[config.mk]
export PLATFORM = sky130hd
export DESIGN_NAME = core_if_id
export DESIGN_NICKNAME = d
export VERILOG_FILES = /design/src/rtl/core_if_id_pkg.sv /design/src/rtl/core_evt_cnt.sv /design/src/rtl/core_if_id.sv
export SDC_FILE = /design/constraint.sdc
export NUM_CORES = 1
export LEC_CHECK = 0
export BUFFER_PORTS_ARGS = -buffer_cell sky130_fd_sc_hd__clkbuf_2
export CORE_AREA = 2 2 152 80
export DETAILED_ROUTE_END_ITERATION = 10
export DIE_AREA = 0 0 154 82
export HOLD_SLACK_MARGIN = 0.05
export MAX_ROUTING_LAYER = met4
export PLACE_DENSITY = 0.79
export SLEW_MARGIN = 5
export SYNTH_ARGS = -nofsm -noshare
export SYNTH_HDL_FRONTEND = slang
export SYNTH_HIERARCHICAL = 1
export SYNTH_SLANG_ARGS = --single-unit
[constraint.sdc]
create_clock -name clk -period 2.3 [get_ports clk]
set_input_delay 0.46 -clock clk [delete_from_list [all_inputs] [get_ports clk]]
set_output_delay 0.46 -clock clk [all_outputs]
set_load 0.05 [all_outputs]
[src/rtl/core_if_id_pkg.sv]
// Shared constants for the IF/ID pipeline register: NOP encoding,
// pipeline hold levels and FSM state encodings.
package core_if_id_pkg;

    localparam logic [31:0] INST_NOP = 32'h0000_0013;

    // Hold levels driven by core_ctrl
    localparam logic [2:0] HOLD_NONE = 3'b000;
    localparam logic [2:0] HOLD_PC   = 3'b001;
    localparam logic [2:0] HOLD_IF   = 3'b010;
    localparam logic [2:0] HOLD_ID   = 3'b011;

    // IF/ID FSM state encodings
    localparam logic IF_ID_RUN    = 1'b0;
    localparam logic IF_ID_SQUASH = 1'b1;

    // True when the hold level freezes this stage (HoldIf and above)
    function automatic logic holds_if_id(input logic [2:0] hold);
        return hold >= HOLD_IF;
    endfunction

endpackage

[src/rtl/core_evt_cnt.sv]
// Free-running event counter: wraps modulo 2^W, synchronous reset, enable.
module core_evt_cnt #(
    parameter int W = 32
) (
    input  logic         clk,
    input  logic         rst,
    input  logic         en,
    output logic [W-1:0] count
);

    // Count enabled events, wrapping naturally at the top
    always_ff @(posedge clk) begin
        if (rst)
            count <= '0;
        else if (en)
            count <= count + W'(1);
    end

endmodule

[src/rtl/core_if_id.sv]
// IF/ID pipeline register. Registers the fetched instruction and address,
// honours hold/jump from core_ctrl, and after each jump squashes a fixed
// number of loads to hide the synchronous ROM's extra cycle of latency.
module core_if_id
    import core_if_id_pkg::*;
#(
    parameter logic [31:0] RESET_ADDR    = 32'h0000_0000,
    parameter int          SQUASH_CYCLES = 1,
    parameter int          CNT_W         = 32
) (
    input  logic             clk,
    input  logic             rst,
    input  logic [31:0]      inst_in,
    input  logic [31:0]      inst_addr_in,
    input  logic [2:0]       hold_flag_in,
    input  logic             jump_flag_in,
    output logic [31:0]      inst_out,
    output logic [31:0]      inst_addr_out,
    output logic             inst_valid_out,
    output logic             squash_busy_out,
    output logic [CNT_W-1:0] stall_cnt_out,
    output logic [CNT_W-1:0] flush_cnt_out
);

    localparam logic [2:0] SQ_LOAD   = 3'(SQUASH_CYCLES);
    localparam logic       SQ_ENABLE = (SQUASH_CYCLES != 0);

    logic       state;
    logic [2:0] sq_cnt;
    logic       hold;

    assign hold = holds_if_id(hold_flag_in);

    // Data/valid registers and squash FSM; priority rst > jump > hold > load
    always_ff @(posedge clk) begin
        if (rst) begin
            inst_out       <= INST_NOP;
            inst_addr_out  <= RESET_ADDR;
            inst_valid_out <= 1'b0;
            state          <= IF_ID_RUN;
            sq_cnt         <= 3'd0;
        end else if (jump_flag_in) begin
            // Address is left alone: the bubble keeps the last known PC
            inst_out       <= INST_NOP;
            inst_valid_out <= 1'b0;
            if (SQ_ENABLE) begin
                state  <= IF_ID_SQUASH;
                sq_cnt <= SQ_LOAD;
            end
        end else if (!hold) begin
            inst_addr_out <= inst_addr_in;
            if (state == IF_ID_SQUASH) begin
                inst_out       <= INST_NOP;
                inst_valid_out <= 1'b0;
                sq_cnt         <= sq_cnt - 3'd1;
                if (sq_cnt == 3'd1)
                    state <= IF_ID_RUN;
            end else if (hold_flag_in == HOLD_PC) begin
                // Fetch already sends a NOP here; mark it as a bubble
                inst_out       <= INST_NOP;
                inst_valid_out <= 1'b0;
            end else begin
                inst_out       <= inst_in;
                inst_valid_out <= 1'b1;
            end
        end
    end

    assign squash_busy_out = (state == IF_ID_SQUASH);

    // A jump that coincides with a hold is a flush, not a stall
    core_evt_cnt #(.W(CNT_W)) u_stall_cnt (
        .clk   (clk),
        .rst   (rst),
        .en    (hold && !jump_flag_in),
        .count (stall_cnt_out)
    );

    core_evt_cnt #(.W(CNT_W)) u_flush_cnt (
        .clk   (clk),
        .rst   (rst),
        .en    (jump_flag_in),
        .count (flush_cnt_out)
    );

endmodule

==> results.json, run 1 <==
{
  "status": "finished, final reports clean",
  "finalWeightedCongestion": 0.829,
  "min_delay_path_depth": 3,
  "ioPinCount": 200,
  "worstPathRequired_ns": 2.60,
  "criticalPathCategory": "register to register",
  "post_synth_arst_share_pct": 0,
  "cts_max_level": 4,
  "worstPathCellList": "nand4_1 -> or4_4 -> nor3_1 -> mux2_2",
  "max_slew.worst_pin.slew_ns": 0.345,
  "hold_violations": 0,
  "crit-reg2reg-launch": "u_flush_cnt/count[18]$_SDFFE_PP0P_",
  "detailedRoute.firstIterationViolations": 441,
  "ff2ff_path_depth": 4,
  "die_height_microns": 82,
  "synth.yosys.warnings": 6,
  "number_of_distinct_standard_cells_referenced_by_the_synthesized_netlist": 41,
  "clkSinkCount": 133,
  "final-max-slew-violation-count": 0,
  "detail-route-antenna-nets": 0,
  "min_delay_worst_endpoint": "inst_out[1]$_SDFFE_PP1P_",
  "routedWlPerCell_microns": 14.7,
  "arrival_ns": 2.30,
  "synth_edf_count": 0,
  "area_of_the_multi_input_gates_sq_um": 2660,
  "total_die_area_sq_um": 12600,
  "fmaxAchievable_ghz": 0.498,
  "ff_latch_area_sq_um": 2660,
  "min-delay-path-class": "primary input to register",
  "finClkSkew_ns": 0.00675,
  "detail_route.vias_per_cell": 5.23,
  "wirelength_microns": 14600,
  "core_area_sq_um": 11400,
  "grt.overflow.total": 0,
  "final_critical_path_setup_slack_ns": 0.293,
  "power_per_cell_area_nw_per_um2": 758,
  "final_nets": 906,
  "grt_start_max_net_pins": 43,
  "tritoncts": "done",
  "maxSlewHeadroom_pct": 77.0,
  "synthesis.nets": 713,
  "postSynthRegisterBits": 133,
  "post-route-period-util_pct": 87.3,
  "filler_cells_inserted": 1003,
  "reg2reg_setup_slack_ns": 0.29,
  "cts.reportedPaths.clkPinSlew_ns": 0.06,
  "setup_tns_ns": 0,
  "worstPathMaxFanout": 10,
  "floorplan_row_count": 28,
  "root_buffer": "sky130_fd_sc_hd__clkbuf_16",
  "critical-path-slowest-cell": "sky130_fd_sc_hd__or4_4",
  "dr_total_vias": 5207,
  "maximum_cell_stage_delay_along_the_critical_path_ns": 0.61,
  "clock_path_buffers": 2,
  "floorplan.initialDensity_pct": 48.6,
  "post_synth_inst_count": 639,
  "worstSkewPairLatency_ns": 0.41,
  "hold_path_startpoint": "inst_in[1]",
  "place_worst_setup_slack_ns": 0.119,
  "remaining_drc_errors": 0,
  "cts_inserted_buffers": 17,
  "via_count_of_the_first_global_routing_pass": 4330,
  "syn2layout_area_growth_pct": 31.8,
  "design_power_total_mw": 5.53,
  "synth_area_per_cell_sq_um": 8.67,
  "globalRouteTotalUtil_pct": 23.3,
  "cts_hold_buffers": 0,
  "syn-cell-area_sq_um": 5540,
  "setup_violations": 0,
  "dieWidth_microns": 154,
  "drt_pre_antenna_iters": 5,
  "rr_endpoint": "u_flush_cnt/count[30]$_SDFFE_PP0P_",
  "power.leakage_nw": 3.09,
  "crit_path_end_kind": "register",
  "synth_sequential_area_ratio_pct": 48.1,
  "placement.io_buffers": 199,
  "grt_first_pass_wirelength_microns": 22500,
  "finalCoreUtilization_pct": 64.1,
  "antenna_found_initial": 0,
  "drive_above_1_share_pct": 32.9,
  "grt_setup_unrepaired": "no",
  "max-cap-violations": 0,
  "cts.repair_timing.setup_buffer_count": 0,
  "antennaDiodeCount": 0,
  "startpoint_type": "register",
  "synth_flop_cell": "sky130_fd_sc_hd__dfxtp_1",
  "postCtsResizedCells": 0,
  "detailedPlacementHpwl_microns": 10400,
  "vdd.ir_drop.worst_mv": 0.419,
  "min_clock_period_post_route_ns": 2.01
}
[cells in the mapped netlist, types with 3 or more instances]
cell type | n | area share (%)
sky130_fd_sc_hd__nor4_1 | 5 | 0.56
sky130_fd_sc_hd__mux2_2 | 18 | 3.7
sky130_fd_sc_hd__and4_1 | 6 | 0.95
sky130_fd_sc_hd__buf_2 | 19 | 1.7
sky130_fd_sc_hd__dfxtp_1 | 133 | 48
sky130_fd_sc_hd__xnor2_1 | 9 | 1.4
sky130_fd_sc_hd__nand2_1 | 85 | 5.8
sky130_fd_sc_hd__o22ai_1 | 3 | 0.34
sky130_fd_sc_hd__nor3_1 | 21 | 1.9
sky130_fd_sc_hd__nand4_1 | 20 | 2.3
sky130_fd_sc_hd__nand3_1 | 18 | 1.6
sky130_fd_sc_hd__nor2_1 | 87 | 5.9
sky130_fd_sc_hd__clkbuf_1 | 21 | 1.4
sky130_fd_sc_hd__a22oi_1 | 29 | 3.9
sky130_fd_sc_hd__inv_1 | 10 | 0.68
sky130_fd_sc_hd__o21ai_0 | 8 | 0.72
sky130_fd_sc_hd__ha_1 | 4 | 0.90
sky130_fd_sc_hd__or4_1 | 7 | 0.95
sky130_fd_sc_hd__xor2_1 | 18 | 2.8
sky130_fd_sc_hd__a21oi_1 | 49 | 4.4
sky130_fd_sc_hd__or3_1 | 9 | 1.0
sky130_fd_sc_hd__and3_1 | 4 | 0.45
sky130_fd_sc_hd__mux2_1 | 4 | 0.81
sky130_fd_sc_hd__nor2b_1 | 20 | 2.3
sky130_fd_sc_hd__or2_2 | 3 | 0.34
sky130_fd_sc_hd__o31ai_1 | 6 | 0.81
[critical path, delay by kind of cell (launching register included)]
kind             cells  cell delay, ns
flip-flops           1            0.44
multiplexers         1            0.37
AND/OR/NAND/NOR      3            1.08
[sequential cells by signal (all words and copies together), names as in the netlist]
register,cells
sq_cnt,3
squash_busy_out,1
inst_out,32
u_flush_cnt/count,32
inst_addr_out,32
u_stall_cnt/count,32
inst_valid_out,1
[kinds of logic after synthesis]
logic type,count (synthesis),share of synthesized area (%)
multiplexers,24,4.83
XOR/XNOR,27,4.27
buffers and inverters,52,4.22
AO/OA/AOI/OAI,97,10.5
adder cells (fa/ha/maj),4,0.904
flip-flops,133,48.1
AND/OR/NAND/NOR,302,27.2
[how the worst max path moves through the flow]
stage / start / endpoint / slack, ns / cells past startpoint
6_report: u_flush_cnt/count[18]$_SDFFE_PP0P_ / u_flush_cnt/count[30]$_SDFFE_PP0P_ / 0.29 / 4
5_1_grt: u_flush_cnt/count[18]$_SDFFE_PP0P_ / u_flush_cnt/count[30]$_SDFFE_PP0P_ / 0.14 / 4
4_1_cts: u_flush_cnt/count[18]$_SDFFE_PP0P_ / u_flush_cnt/count[30]$_SDFFE_PP0P_ / 0.31 / 4
3_5_place_dp: hold_flag_in[1] / u_stall_cnt/count[30]$_SDFFE_PP0P_ / 0.12 / 7
3_3_place_gp: hold_flag_in[1] / u_stall_cnt/count[27]$_SDFFE_PP0P_ / 0.18 / 7
2_1_floorplan: u_flush_cnt/count[9]$_SDFFE_PP0P_ / u_flush_cnt/count[31]$_SDFFE_PP0P_ / 0.04 / 5
[cells in the final DEF, fill, tap and decap left out, types with 20 or more instances in the layout]
| cell type | instances |
|---|---|
| sky130_fd_sc_hd__a21oi_1 | 49 |
| sky130_fd_sc_hd__a22oi_1 | 29 |
| sky130_fd_sc_hd__clkbuf_2 | 198 |
| sky130_fd_sc_hd__dfxtp_1 | 133 |
| sky130_fd_sc_hd__nand2_1 | 85 |
| sky130_fd_sc_hd__nand4_1 | 20 |
| sky130_fd_sc_hd__nor2_1 | 87 |
| sky130_fd_sc_hd__nor2b_1 | 20 |
| sky130_fd_sc_hd__nor3_1 | 21 |
[report_power, final]
part / total [mW] / internal (mW) / leakage (nW) / switching (mW)
sequential: 2.37 / 2.34 / 1.08 / 0.0256
clock: 2.77 / 1.72 / 0.284 / 1.05
combinational: 0.394 / 0.125 / 1.73 / 0.269
total: 5.53 / 4.18 / 3.09 / 1.35
[area by class of cell]
type	instances	share of cell area, %
multi-input combinational	454	36.4
clock buffer	18	5.88
clock inverter	14	2.43
timing repair buffer	216	15.8
inverter	10	0.514
sequential	133	36.5
tap	150	2.57
[stage by stage]
step                      cells  cell area (sq um)  hold WS (ns)
after CTS                   995               7300         0.245
after detailed placement    963               6690         0.447
after floorplan             639               5540         0.477
after global placement      963               6690         0.442
final                       995               7300         0.266
after global routing        995               7300         0.260
[per-layer routing]
metal / GRT usage, % / part of all wire [%] / vias up
li1: - / - / 2605
met1: 33.6 / 51 / 2404
met2: 31.9 / 42 / 183
met3: 5.22 / 6.1 / 15
met4: 7.94 / 1.1 / 0
met5: - / 0 / -
Power figures use the tool's default switching activity.
==> run 2, diff against run 1 <==
--- a/config.mk
+++ b/config.mk
@@ -6,9 +6,9 @@
 export NUM_CORES = 1
 export LEC_CHECK = 0
 export BUFFER_PORTS_ARGS = -buffer_cell sky130_fd_sc_hd__clkbuf_2
-export CORE_AREA = 2 2 152 80
+export CORE_AREA = 5 5 155 83
 export DETAILED_ROUTE_END_ITERATION = 10
-export DIE_AREA = 0 0 154 82
+export DIE_AREA = 0 0 160 88
 export HOLD_SLACK_MARGIN = 0.05
 export MAX_ROUTING_LAYER = met4
 export PLACE_DENSITY = 0.79
==> results.json, run 2 (synthesized netlist as in run 1, its figures left out) <==
{
  "max_slew.worst_pin.slew_ns": 0.370,
  "remaining_drc_errors": 0,
  "ioPinCount": 200,
  "cts.reportedPaths.clkPinSlew_ns": 0.06,
  "arrival_ns": 2.30,
  "switching_power_mw": 1.33,
  "criticalPathCategory": "register to register",
  "fmaxAchievable_ghz": 0.495,
  "post-route-cell-area_sq_um": 7370,
  "wirelength_microns": 14700,
  "finalCoreUtilization_pct": 64.8,
  "dieWidth_microns": 160,
  "cts_hold_buffers": 0,
  "cts.repair_timing.setup_buffer_count": 0,
  "combinationalPowerShare_pct": 6.6,
  "setup_violations": 0,
  "detail_route.vias_per_cell": 5.16,
  "post-route-period-util_pct": 87.8,
  "design_power_total_mw": 5.95,
  "grt_first_pass_wirelength_microns": 24300,
  "globalRouteTotalUtil_pct": 21.5,
  "clkSinkCount": 133,
  "post_place_instance_area_sq_um": 6670,
  "worstPathRequired_ns": 2.58,
  "antennaDiodeCount": 0,
  "detailedPlacementHpwl_microns": 10500,
  "antenna_found_initial": 0,
  "final-max-slew-violation-count": 0,
  "power_per_cell_area_nw_per_um2": 807,
  "maximum_cell_stage_delay_along_the_critical_path_ns": 0.64,
  "worstSkewPairLatency_ns": 0.40,
  "cts_max_level": 4,
  "finalWeightedCongestion": 0.825,
  "final_common_cell": "sky130_fd_sc_hd__clkbuf_2",
  "critical-path-slowest-cell": "sky130_fd_sc_hd__or4_4",
  "worstPathCellList": "nand4_2 -> or4_4 -> nor4_4 -> mux2_1",
  "internal_power_mw": 4.63,
  "cts_inserted_buffers": 17,
  "floorplan.initialDensity_pct": 48.6,
  "clock_path_buffers": 2,
  "finClkSkew_ns": 0.00975,
  "power.leakage_nw": 3.13,
  "place_worst_setup_slack_ns": 0.104,
  "detailedRoute.firstIterationViolations": 441,
  "worstPathMaxFanout": 10,
  "setup_tns_ns": 0,
  "max-cap-violations": 0,
  "grt_start_max_net_pins": 44,
  "share_seq_of_total_power_pct": 39.7,
  "hold_violations": 0,
  "drive_above_1_share_pct": 32.8,
  "ff_latch_area_sq_um": 2660,
  "startpoint_type": "register",
  "syn2layout_area_growth_pct": 33.1,
  "switching_share_pct": 22.3,
  "routedWlPerCell_microns": 14.7,
  "min_clock_period_post_route_ns": 2.02,
  "detail-route-antenna-nets": 0,
  "filler_cells_inserted": 964,
  "total_die_area_sq_um": 14100,
  "vdd.ir_drop.worst_mv": 0.493,
  "power_share_of_the_clock_group_pct": 53.7,
  "final_cell_mix": "198 x sky130_fd_sc_hd__clkbuf_2, 133 x sky130_fd_sc_hd__dfxtp_1, 87 x sky130_fd_sc_hd__nor2_1, 85 x sky130_fd_sc_hd__nand2_1, 49 x sky130_fd_sc_hd__a21oi_1",
  "via_count_of_the_first_global_routing_pass": 4765,
  "dr_total_vias": 5132,
  "floorplan_row_count": 28,
  "cp.buffers_inverters": 0,
  "area_of_the_multi_input_gates_sq_um": 2660,
  "critPathTopFamily": "simple AND/OR/NAND/NOR gates",
  "core_area_sq_um": 11400,
  "min-delay-path-class": "primary input to register",
  "tritoncts": "done",
  "placement.io_buffers": 199,
  "grt.overflow.total": 0,
  "final_nets": 905,
  "maxSlewHeadroom_pct": 75.4,
  "die_height_microns": 88,
  "final_critical_path_setup_slack_ns": 0.280,
  "drt_pre_antenna_iters": 5,
  "postCtsResizedCells": 0,
  "grt_setup_unrepaired": "no",
  "root_buffer": "sky130_fd_sc_hd__clkbuf_16",
  "crit_path_end_kind": "register",
  "status": "finished, final reports clean"
}
[run 2: changes by cell type in the layout (fill, tap and decap cells not counted), sizes merged]
cell / delta
bufinv: +4
clkinvlp: -4
buf: -1
[run 2: cell type report]
type | count | area share [%]
Inverter | 10 | 0.509
Multi-Input combinational cell | 454 | 36.0
Clock buffer | 18 | 5.82
Clock inverter | 14 | 3.68
Tap cell | 150 | 2.54
Timing Repair Buffer | 215 | 15.3
Sequential cell | 133 | 36.1
[run 2: final timing paths]
kind / start / endpoint / slack, ns / depth (start not counted)
min: inst_in[0] / inst_out[0]$_SDFFE_PP1P_ / 0.28 / 3
max: u_flush_cnt/count[8]$_SDFFE_PP0P_ / u_flush_cnt/count[31]$_SDFFE_PP0P_ / 0.28 / 4
min reg2reg: inst_addr_out[25]$_SDFFE_PP0P_ / inst_addr_out[25]$_SDFFE_PP0P_ / 0.45 / 2
max reg2reg: u_flush_cnt/count[8]$_SDFFE_PP0P_ / u_flush_cnt/count[31]$_SDFFE_PP0P_ / 0.28 / 4
[run 2: metrics by stage]
stage / instances / hold slack (ns)
final: 994 / 0.277
after global routing: 994 / 0.267
after CTS: 994 / 0.259
after detailed placement: 962 / 0.446
after global placement: 962 / 0.443
after floorplan: 639 / 0.477
[run 2: worst min-delay path: cells and delay by family]
family / cells / cell delay, ns
compound gates: 1 / 0.05
buf+inv: 1 / 0.08
simple gates: 1 / 0.06
[run 2: power groups by stage]
| stage | clock network, mW | registers [mW] | logic, mW |
|---|---|---|---|
| floorplan | 0 | 2.53 | 0.134 |
| CTS | 3.25 | 2.36 | 0.394 |
| global route | 3.38 | 2.37 | 0.424 |
| global placement | 0 | 2.41 | 0.388 |
| detailed placement | 0 | 2.42 | 0.391 |
| finish | 3.20 | 2.36 | 0.390 |
[run 2: layer usage]
layer | part of all wire (%) | GRT usage (%)
met3 | 5.7 | 4.98
met4 | 0.27 | 5.23
met5 | 0 | -
met1 | 50 | 30.5
met2 | 44 | 31.2
